<file path="src/rtl/i2c_bus_share_arb.sv">
// Two-master I2C bus share: filtered bus-state tracking, idle-only grant with
// round-robin tie break, SCL-low timeout revoke, and registered pad drive mux.
module i2c_bus_share_arb #(
    parameter int FILT_LEN    = 3,
    parameter int BUF_CYC     = 64,
    parameter int TIMEOUT_CYC = 500000
) (
    input  logic clk,
    input  logic rst,
    input  logic mcu_scl_out,
    input  logic mcu_sda_out,
    input  logic mcu_scl_oe_n,
    input  logic mcu_sda_oe_n,
    input  logic mcu_req,
    output logic mcu_gnt,
    output logic mcu_scl_in,
    output logic mcu_sda_in,
    input  logic fab_req,
    output logic fab_gnt,
    input  logic fab_scl_oe,
    input  logic fab_sda_oe,
    output logic fab_scl_in,
    output logic fab_sda_in,
    input  logic scl_pad_i,
    input  logic sda_pad_i,
    output logic scl_pad_oe,
    output logic sda_pad_oe,
    output logic bus_busy,
    output logic timeout_err
);

    localparam int FW = $clog2(FILT_LEN + 1);
    localparam int TW = $clog2(TIMEOUT_CYC);
    localparam int BW = $clog2(BUF_CYC + 1);

    typedef enum logic [1:0] {
        IDLE    = 2'd0,
        GNT_MCU = 2'd1,
        GNT_FAB = 2'd2,
        RELEASE = 2'd3
    } state_t;

    // Index 0 is SCL, index 1 is SDA throughout the input path.
    logic [1:0]         sync1_r;
    logic [1:0]         sync2_r;
    logic [1:0]         filt_r;
    logic [1:0][FW-1:0] fcnt_r;
    logic               sda_f_d_r;

    state_t             state_r;
    state_t             state_nxt_s;
    logic               last_fab_r;
    logic               mcu_rev_r;
    logic               fab_rev_r;
    logic               bus_busy_r;
    logic               timeout_err_r;
    logic [TW-1:0]      tcnt_r;
    logic [BW-1:0]      bcnt_r;
    logic [BW-1:0]      free_cnt_r;
    logic               mcu_gnt_r;
    logic               fab_gnt_r;
    logic               scl_oe_r;
    logic               sda_oe_r;

    logic               scl_f_s;
    logic               sda_f_s;
    logic               start_s;
    logic               stop_s;
    logic               in_gnt_s;
    logic               timeout_s;
    logic               bus_free_s;
    logic               mcu_ok_s;
    logic               fab_ok_s;
    logic               scl_oe_nxt_s;
    logic               sda_oe_nxt_s;
    logic               mcu_scl_drv_s;
    logic               mcu_sda_drv_s;

    assign scl_f_s       = filt_r[0];
    assign sda_f_s       = filt_r[1];
    assign start_s       = scl_f_s & sda_f_d_r & ~sda_f_s;
    assign stop_s        = scl_f_s & ~sda_f_d_r & sda_f_s;
    assign mcu_scl_drv_s = ~mcu_scl_oe_n & ~mcu_scl_out;
    assign mcu_sda_drv_s = ~mcu_sda_oe_n & ~mcu_sda_out;
    assign in_gnt_s      = (state_r == GNT_MCU) || (state_r == GNT_FAB);
    assign timeout_s     = in_gnt_s && !scl_f_s && (tcnt_r == TW'(TIMEOUT_CYC - 1));
    assign bus_free_s    = (free_cnt_r == BW'(BUF_CYC));
    assign mcu_ok_s      = mcu_req & ~mcu_rev_r;
    assign fab_ok_s      = fab_req & ~fab_rev_r;

    // Synchronizer plus per-line glitch filter; idle bus level is high.
    always_ff @(posedge clk or posedge rst) begin
        if (rst) begin
            sync1_r   <= 2'b11;
            sync2_r   <= 2'b11;
            filt_r    <= 2'b11;
            fcnt_r    <= '0;
            sda_f_d_r <= 1'b1;
        end else begin
            sync1_r   <= {sda_pad_i, scl_pad_i};
            sync2_r   <= sync1_r;
            sda_f_d_r <= filt_r[1];
            for (int i = 0; i < 2; i++) begin
                if (sync2_r[i] == filt_r[i]) begin
                    fcnt_r[i] <= '0;
                end else if (fcnt_r[i] == FW'(FILT_LEN - 1)) begin
                    filt_r[i] <= sync2_r[i];
                    fcnt_r[i] <= '0;
                end else begin
                    fcnt_r[i] <= fcnt_r[i] + FW'(1);
                end
            end
        end
    end

    // Next-state logic; ties go to whichever master did not own the bus last.
    always_comb begin
        state_nxt_s = state_r;
        case (state_r)
            IDLE: begin
                if (!bus_busy_r && bus_free_s) begin
                    if (mcu_ok_s && fab_ok_s) begin
                        state_nxt_s = last_fab_r ? GNT_MCU : GNT_FAB;
                    end else if (mcu_ok_s) begin
                        state_nxt_s = GNT_MCU;
                    end else if (fab_ok_s) begin
                        state_nxt_s = GNT_FAB;
                    end else begin
                        state_nxt_s = IDLE;
                    end
                end else begin
                    state_nxt_s = IDLE;
                end
            end
            GNT_MCU: begin
                if (timeout_s || (!mcu_req && !bus_busy_r)) begin
                    state_nxt_s = RELEASE;
                end else begin
                    state_nxt_s = GNT_MCU;
                end
            end
            GNT_FAB: begin
                if (timeout_s || (!fab_req && !bus_busy_r)) begin
                    state_nxt_s = RELEASE;
                end else begin
                    state_nxt_s = GNT_FAB;
                end
            end
            RELEASE: begin
                if (bcnt_r == BW'(BUF_CYC - 1)) begin
                    state_nxt_s = IDLE;
                end else begin
                    state_nxt_s = RELEASE;
                end
            end
            default: state_nxt_s = IDLE;
        endcase
    end

    // Pad drive follows the owner of the upcoming state so release is immediate.
    always_comb begin
        scl_oe_nxt_s = 1'b0;
        sda_oe_nxt_s = 1'b0;
        case (state_nxt_s)
            GNT_MCU: begin
                scl_oe_nxt_s = mcu_scl_drv_s;
                sda_oe_nxt_s = mcu_sda_drv_s;
            end
            GNT_FAB: begin
                scl_oe_nxt_s = fab_scl_oe;
                sda_oe_nxt_s = fab_sda_oe;
            end
            default: begin
                scl_oe_nxt_s = 1'b0;
                sda_oe_nxt_s = 1'b0;
            end
        endcase
    end

    // Arbitration state, bus tracking and timers.
    always_ff @(posedge clk or posedge rst) begin
        if (rst) begin
            state_r       <= IDLE;
            last_fab_r    <= 1'b1;
            mcu_rev_r     <= 1'b0;
            fab_rev_r     <= 1'b0;
            bus_busy_r    <= 1'b0;
            timeout_err_r <= 1'b0;
            tcnt_r        <= '0;
            bcnt_r        <= '0;
            free_cnt_r    <= BW'(BUF_CYC);
        end else begin
            state_r       <= state_nxt_s;
            timeout_err_r <= timeout_s;

            if ((state_r == IDLE) && (state_nxt_s == GNT_FAB)) begin
                last_fab_r <= 1'b1;
            end else if ((state_r == IDLE) && (state_nxt_s == GNT_MCU)) begin
                last_fab_r <= 1'b0;
            end else begin
                last_fab_r <= last_fab_r;
            end

            // A revoked master must drop its request once before it may re-win.
            if (timeout_s && (state_r == GNT_MCU)) begin
                mcu_rev_r <= 1'b1;
            end else if (!mcu_req) begin
                mcu_rev_r <= 1'b0;
            end else begin
                mcu_rev_r <= mcu_rev_r;
            end
            if (timeout_s && (state_r == GNT_FAB)) begin
                fab_rev_r <= 1'b1;
            end else if (!fab_req) begin
                fab_rev_r <= 1'b0;
            end else begin
                fab_rev_r <= fab_rev_r;
            end

            if (timeout_s) begin
                bus_busy_r <= 1'b0;
            end else if (start_s) begin
                bus_busy_r <= 1'b1;
            end else if (stop_s) begin
                bus_busy_r <= 1'b0;
            end else begin
                bus_busy_r <= bus_busy_r;
            end

            if (!in_gnt_s || (state_nxt_s != state_r) || scl_f_s) begin
                tcnt_r <= '0;
            end else begin
                tcnt_r <= tcnt_r + TW'(1);
            end

            if (state_r == RELEASE) begin
                bcnt_r <= bcnt_r + BW'(1);
            end else begin
                bcnt_r <= '0;
            end

            // Bus-free hold also applies after a STOP from a foreign master.
            if (bus_busy_r) begin
                free_cnt_r <= '0;
            end else if (!bus_free_s) begin
                free_cnt_r <= free_cnt_r + BW'(1);
            end else begin
                free_cnt_r <= free_cnt_r;
            end
        end
    end

    // Registered grants and pad enables.
    always_ff @(posedge clk or posedge rst) begin
        if (rst) begin
            mcu_gnt_r <= 1'b0;
            fab_gnt_r <= 1'b0;
            scl_oe_r  <= 1'b0;
            sda_oe_r  <= 1'b0;
        end else begin
            mcu_gnt_r <= (state_nxt_s == GNT_MCU);
            fab_gnt_r <= (state_nxt_s == GNT_FAB);
            scl_oe_r  <= scl_oe_nxt_s;
            sda_oe_r  <= sda_oe_nxt_s;
        end
    end

    assign mcu_gnt     = mcu_gnt_r;
    assign fab_gnt     = fab_gnt_r;
    assign scl_pad_oe  = scl_oe_r;
    assign sda_pad_oe  = sda_oe_r;
    assign bus_busy    = bus_busy_r;
    assign timeout_err = timeout_err_r;
    assign mcu_scl_in  = scl_f_s;
    assign mcu_sda_in  = sda_f_s;
    assign fab_scl_in  = scl_f_s;
    assign fab_sda_in  = sda_f_s;

endmodule

</file>
<file path="config.mk">
export PLATFORM = sky130hd
export DESIGN_NAME = i2c_bus_share_arb
export DESIGN_NICKNAME = d
export VERILOG_FILES = /design/src/rtl/i2c_bus_share_arb.sv
export SDC_FILE = /design/constraint.sdc
export NUM_CORES = 1
export LEC_CHECK = 0
export BUFFER_PORTS_ARGS = -buffer_cell sky130_fd_sc_hd__buf_2
export CAP_MARGIN = 0
export CORE_MARGIN = 4
export CORE_UTILIZATION = 50
export CTS_CLUSTER_DIAMETER = 30
export CTS_CLUSTER_SIZE = 28
export DETAILED_ROUTE_END_ITERATION = 7
export PLACE_DENSITY_LB_ADDON = 0.25
export SLEW_MARGIN = 25
export SYNTH_ARGS = -nofsm -noshare
export SYNTH_HDL_FRONTEND = slang
export SYNTH_SLANG_ARGS = --single-unit
</file>
<file path="constraint.sdc">
create_clock -name clk -period 6.5 [get_ports clk]
set_input_delay 0.975 -clock clk [delete_from_list [all_inputs] [get_ports clk]]
set_output_delay 0.975 -clock clk [all_outputs]
set_load 0.05 [all_outputs]
</file>
* After elaboration in Yosys (flattened, before gate mapping) *
Cells that the tools add are included.

word-level totals
  output and inout bits = 10
  input bits = 12
  flip-flop bits (word level) = 55

operators by class
  add/subtract/negate cells = 5
  equality and inequality tests = 16
  bitwise logic cells = 18
  multiplexer cells = 28
  reductions and logical operators = 25

operators with widths
  operator                 count
  $mux W2                  11
  $mux W7                  3
  $add A19 B1 Y19 const B  1
  $eq A19 B19 Y1 const B   1
  $mux W19                 1
  $add A7 B1 Y7 const B    2
  $eq A2 B2 Y1 const B     5
  $logic_and A1 B1 Y1      10
  $mux W1                  10
  $not A1 Y1               10
  $and A1 B1 Y1            8
  $pmux W2 S4              1
  $eq A7 B6 Y1 const B     1
  $eq A7 B7 Y1 const B     1
  $logic_not A1 Y1         5
  $logic_or A1 B1 Y1       5
  $add A2 B1 Y2 const B    2
  $eq A2 B1 Y1 const B     2
  $ne A2 B1 Y1 const B     2
  $pmux W1 S2              2
  $reduce_and A2 Y1        2
  $reduce_bool A3 Y1       1
  $eq A1 B1 Y1             2
  $logic_not A2 Y1         1
  3 further kinds          3

* Logic depth before layout (Yosys ltp) *
  word-level depth = 11
  mapped depth = 10

* Least setup slack after synthesis *
OpenSTA, ideal clock, no wires.

  path type = reg-to-reg
  from = register tcnt_r[6]
  to = register scl_oe_r, in the netlist scl_pad_oe
  required time = 6.379 ns
  slack = 4.036 ns
  cell stages (with the launch flop) = 9
  arrival time = 2.343 ns
  period minus slack after synthesis = 2.464 ns
  library setup time = 0.121 ns
  path buffers = 0
  cells stage by stage = dfrtp_1 > or4_1 > or4_1 > o311ai_1 > and3_4 > inv_1 > ha_1 > a22oi_1 > nor2_1

on the way
  longest elaborated chain between the ends = 7
  elaborated cells between the ends (all ways) = 10
  classes of those cells = 3 x eq/ne; 4 x mux; 3 x reduce/logical

RTL lines
  what                                                 RTL line  source
  start: declaration                                   57        logic [TW-1:0] tcnt_r;
  start signal: assignment                             233       tcnt_r <= tcnt_r + TW'(1);
  $eq A19 B19 Y1 *                                     86        assign timeout_s = in_gnt_s && !scl_f_s && (tcnt_r == TW'(TIMEOUT_CYC - 1));
  $logic_and A1 B1 Y1 *                                86
  $logic_or A1 B1 Y1 *                                 143       if (timeout_s || (!fab_req && !bus_busy_r)) begin
  $mux W1 *                                            143
  $pmux W2 S4 *                                        119       case (state_r)
  named net state_nxt_s[0]                             51        state_t state_nxt_s;
  $eq A2 B2 Y1 / $eq A2 B1 Y1 (equally long branches)  164       case (state_nxt_s)
  $pmux W1 S2 *                                        164
  named net scl_oe_nxt_s                               74        logic scl_oe_nxt_s;
  end signal: assignment                               263       scl_oe_r <= scl_oe_nxt_s;
  end: declaration                                     62        logic scl_oe_r;

The timed path passes the listed nets; every way through them passes the cells marked *.
A chain may end at the register's enable or synchronous reset.

* Final worst setup path *
  from = register state_r[0]
  to = register scl_oe_r, in the netlist scl_pad_oe

on the way
  longest elaborated chain between the ends = 9
  elaborated cells between the ends (all ways) = 15
  classes of those cells = 5 x eq/ne; 4 x mux; 6 x reduce/logical

RTL lines
  what                                                 RTL line  source
  start: declaration                                   50        state_t state_r;
  start signal: assignment                             193       state_r <= state_nxt_s;
  $eq A2 B1 Y1 / $eq A2 B2 Y1 (equally long branches)  85, 119
  $logic_or A1 B1 Y1                                   85        assign in_gnt_s = (state_r == GNT_MCU) || (state_r == GNT_FAB);
  $logic_and A1 B1 Y1 (2 in a row)                     86
  $logic_or A1 B1 Y1                                   136       if (timeout_s || (!mcu_req && !bus_busy_r)) begin
  $mux W2                                              136
  $pmux W2 S4 *                                        119
  named net state_nxt_s[1]                             51
  $eq A2 B2 Y1 / $eq A2 B1 Y1 (equally long branches)  164
  $pmux W1 S2 *                                        164
  named net scl_oe_nxt_s                               74

Marks and branches as above.

==> out/metrics.cfg <==
[critical_path]
r2r-end=scl_pad_oe$_DFF_PP0_
r2r_slack_ps=3800
crit_path_max_fanout=21
crit_required_ps=6690
path_cells=inv_1 -> ha_1 -> and2b_2 -> nand4_1 -> nor3_1 -> o21ai_0 -> inv_1 -> ha_1 -> a22oi_1 -> nor2_1
endpoint_kind=flop
critPathArrivalTime_ps=2890
cpPeakStageDelay_ps=440
crit_type=flop to flop
slowest_stage=o21ai_0
cp-start-kind=flop
r2r_cells=10
cp-endpoint=scl_pad_oe$_DFF_PP0_
reg2reg_from=state_r[0]$_DFF_PP0_
worstSetupStartpoint=state_r[0]$_DFF_PP0_

[global_routing]
grt_antenna_before_repair=0
globalRoute.totalOverflow=0
grt_pass1_vias=1910
grt_pass1_wl_um=8700
grt_start_max_net_pins=56
grt_usage_pct=15.2

[clocking]
clkTransAtPathRegs_ps=90
root_buffer=clkbuf_8
clk_latency_ps=300
cts_tree=built
cts_setup_buffers=0
hold_buffers=0
clock_path_buffers=2
htree_levels=2
cts_inserted_buffers=5
cts.repair.resized=0
cts_sinks=55

[synth]
ys_warn_count=0
netlist_instances=268
ys_types=48
syn_area_per_cell_um2=10.6
syn_area_mm2=0.00283
async_reset_ff_share_pct=100
synthTopCellsByArea=dfrtp_1 41%, dfstp_2 8.4%, ha_1 4.9%, xnor2_1 4.6%, xor2_1 4.0%
synth_common_cells=46 x dfrtp_1, 28 x nand2_1, 24 x nor2_1
synth-edff-count=0
synth_most_common_cell=dfrtp_1
ys_seq_elements=55
yosysTopAreaCellShare_pct=40.7
synthesis.nets=291
synthFlopType=dfrtp_1
ys_seq_area_share_pct=49.1
synth_top_area_cell=dfrtp_1

[layout]
fin_nets=313
n_antenna_cell=0
final_util_pct=56.0
fin_area_mm2=0.00308
drive_gt1_share_pct=20.6
syn2layout_area_growth_pct=8.98

[pwr]
pwr-share-seq_pct=38.6
ir_drop_mv=0.220
pwr-share-clk_pct=18.5
comb_power_share_pct=42.8
p_int_w=0.000666
switching_share_pct=43.2
leakage_nw=1.37
power.density_mw_per_mm2=381
p_sw_w=0.000506

[die]
dieArea_mm2=0.00692
rows=27
core_area_mm2=0.00551
io_pins=22
die_x_um=83.2
die_height_um=83.2
start_util_pct=51.4

[timing]
setup_viol=0
fmax_ghz=0.371
slew_viol_final=0
setup_ws_ps=3800
hold_slack_ps=362
layout_min_cycle_time_ps=2700
setup_tns_ps=0
finalCritPeriodShare_pct=41.5
slew_headroom_pct=51.3
fin_skew_ps=7.53
rsz0062_at_grt=no
hold_viol=0
tightest_slew_ps=730

[detailed_routing]
drtIter0Drc=64
routed_via_density=5.29
avgRoutedWirePerCell_um=13.6
routed_wl_um=4950
ant_nets=0
drcViolationCount=0
drtPass1Iterations=4
via_count=1920

[placement]
dp_slack_ps=3800
dpl-instance-area_mm2=0.00298
dpl.hpwl_um=3430
port_buffers=21
place_congestion=0.857

[hold_path]
worstHoldPathType=flop to flop

[status]
status=complete, no violations

[run]
max-cap-violations=0

## metrics by stage
step / power, W / cells
floorplan: 0.000892 / 268
finish: 0.00117 / 363
detailed placement: 0.000970 / 355
global placement: 0.000959 / 355
CTS: 0.00119 / 363
global route: 0.00126 / 363
## power by group through the flow
stage	clock network [W]	registers, W	logic [W]
2_1_floorplan	0	0.000511	0.000381
3_3_place_gp	0	0.000458	0.000501
3_5_place_dp	0	0.000459	0.000510
4_1_cts	0.000227	0.000454	0.000513
5_1_grt	0.000246	0.000461	0.000548
6_report	0.000217	0.000453	0.000502
## cell families after synthesis
logic type	after synthesis	synth area share (%)
mux	3	1.19
flops	55	49.1
compound gates	17	3.94
simple gates	135	27.3
buf+inv	17	3.41
xor+xnor	30	10.2
fa+ha+maj	11	4.87
## area by class of cell
type                       instances  area (µm²)
clock inverter                     1        30.0
multi-input combinational        196        1340
timing repair buffer              23         120
clock buffer                       7        76.3
inverter                           9        33.8
sequential                        55        1390
fill                             504        2420
tap                               72        90.1
## layer usage
metal | global-route usage [%] | routed length (µm) | up-vias
li1 | - | - | 963
met1 | 19.4 | 2370 | 921
met2 | 25.2 | 2340 | 30
met3 | 4.66 | 186 | 6
met4 | 3.86 | 49 | 0
met5 | 0 | 0 | -
## state kept, by name (all words and copies together), names as in the netlist, 2 cells and up
| signal | cells |
|---|---|
| free_cnt_r | 7 |
| tcnt_r | 19 |
| sync1_r | 2 |
| bcnt_r | 7 |
| filt_r | 2 |
| fcnt_r | 4 |
| state_r | 2 |
| sync2_r | 2 |
## layout by cell type, fill, tap and decap left out, types with 2 or more instances in the layout
master,n
nand2b_1,2
buf_4,2
clkbuf_8,5
xnor2_1,15
nor3b_1,3
nor2b_1,4
a22oi_1,2
clkbuf_1,2
mux2_2,3
nand3_1,17
nor3_2,9
and3_1,3
a22o_1,2
inv_1,8
and4_1,2
nor2_1,24
ha_1,11
and2_1,4
nand2_1,28
a21oi_1,4
o21ai_0,4
dfstp_2,9
and3b_1,2
dfrtp_1,46
or4_1,2
xor2_1,13
nor3_1,14
buf_2,21
nand3b_1,2
nand4b_1,2
nor4b_1,2
nand4_1,6
## how the worst min path moves through the flow
stage / end / cells after the start / from
2_1_floorplan: sync2_r[0]$_DFF_PP1_ / 0 / sync1_r[0]$_DFF_PP1_
3_3_place_gp: sync2_r[0]$_DFF_PP1_ / 0 / sync1_r[0]$_DFF_PP1_
3_5_place_dp: sync2_r[1]$_DFF_PP1_ / 0 / sync1_r[1]$_DFF_PP1_
4_1_cts: sync2_r[1]$_DFF_PP1_ / 0 / sync1_r[1]$_DFF_PP1_
5_1_grt: sync2_r[1]$_DFF_PP1_ / 0 / sync1_r[1]$_DFF_PP1_
6_report: sync2_r[1]$_DFF_PP1_ / 0 / sync1_r[1]$_DFF_PP1_
## worst max-delay path: cells and delay by family, from the launching register on
family,cells,cell delay [ps]
flops,1,410
fa+ha+maj,2,540
simple gates,4,640
compound gates,2,650
buf+inv,2,350
No activity file was read; power rests on OpenSTA's default activity.
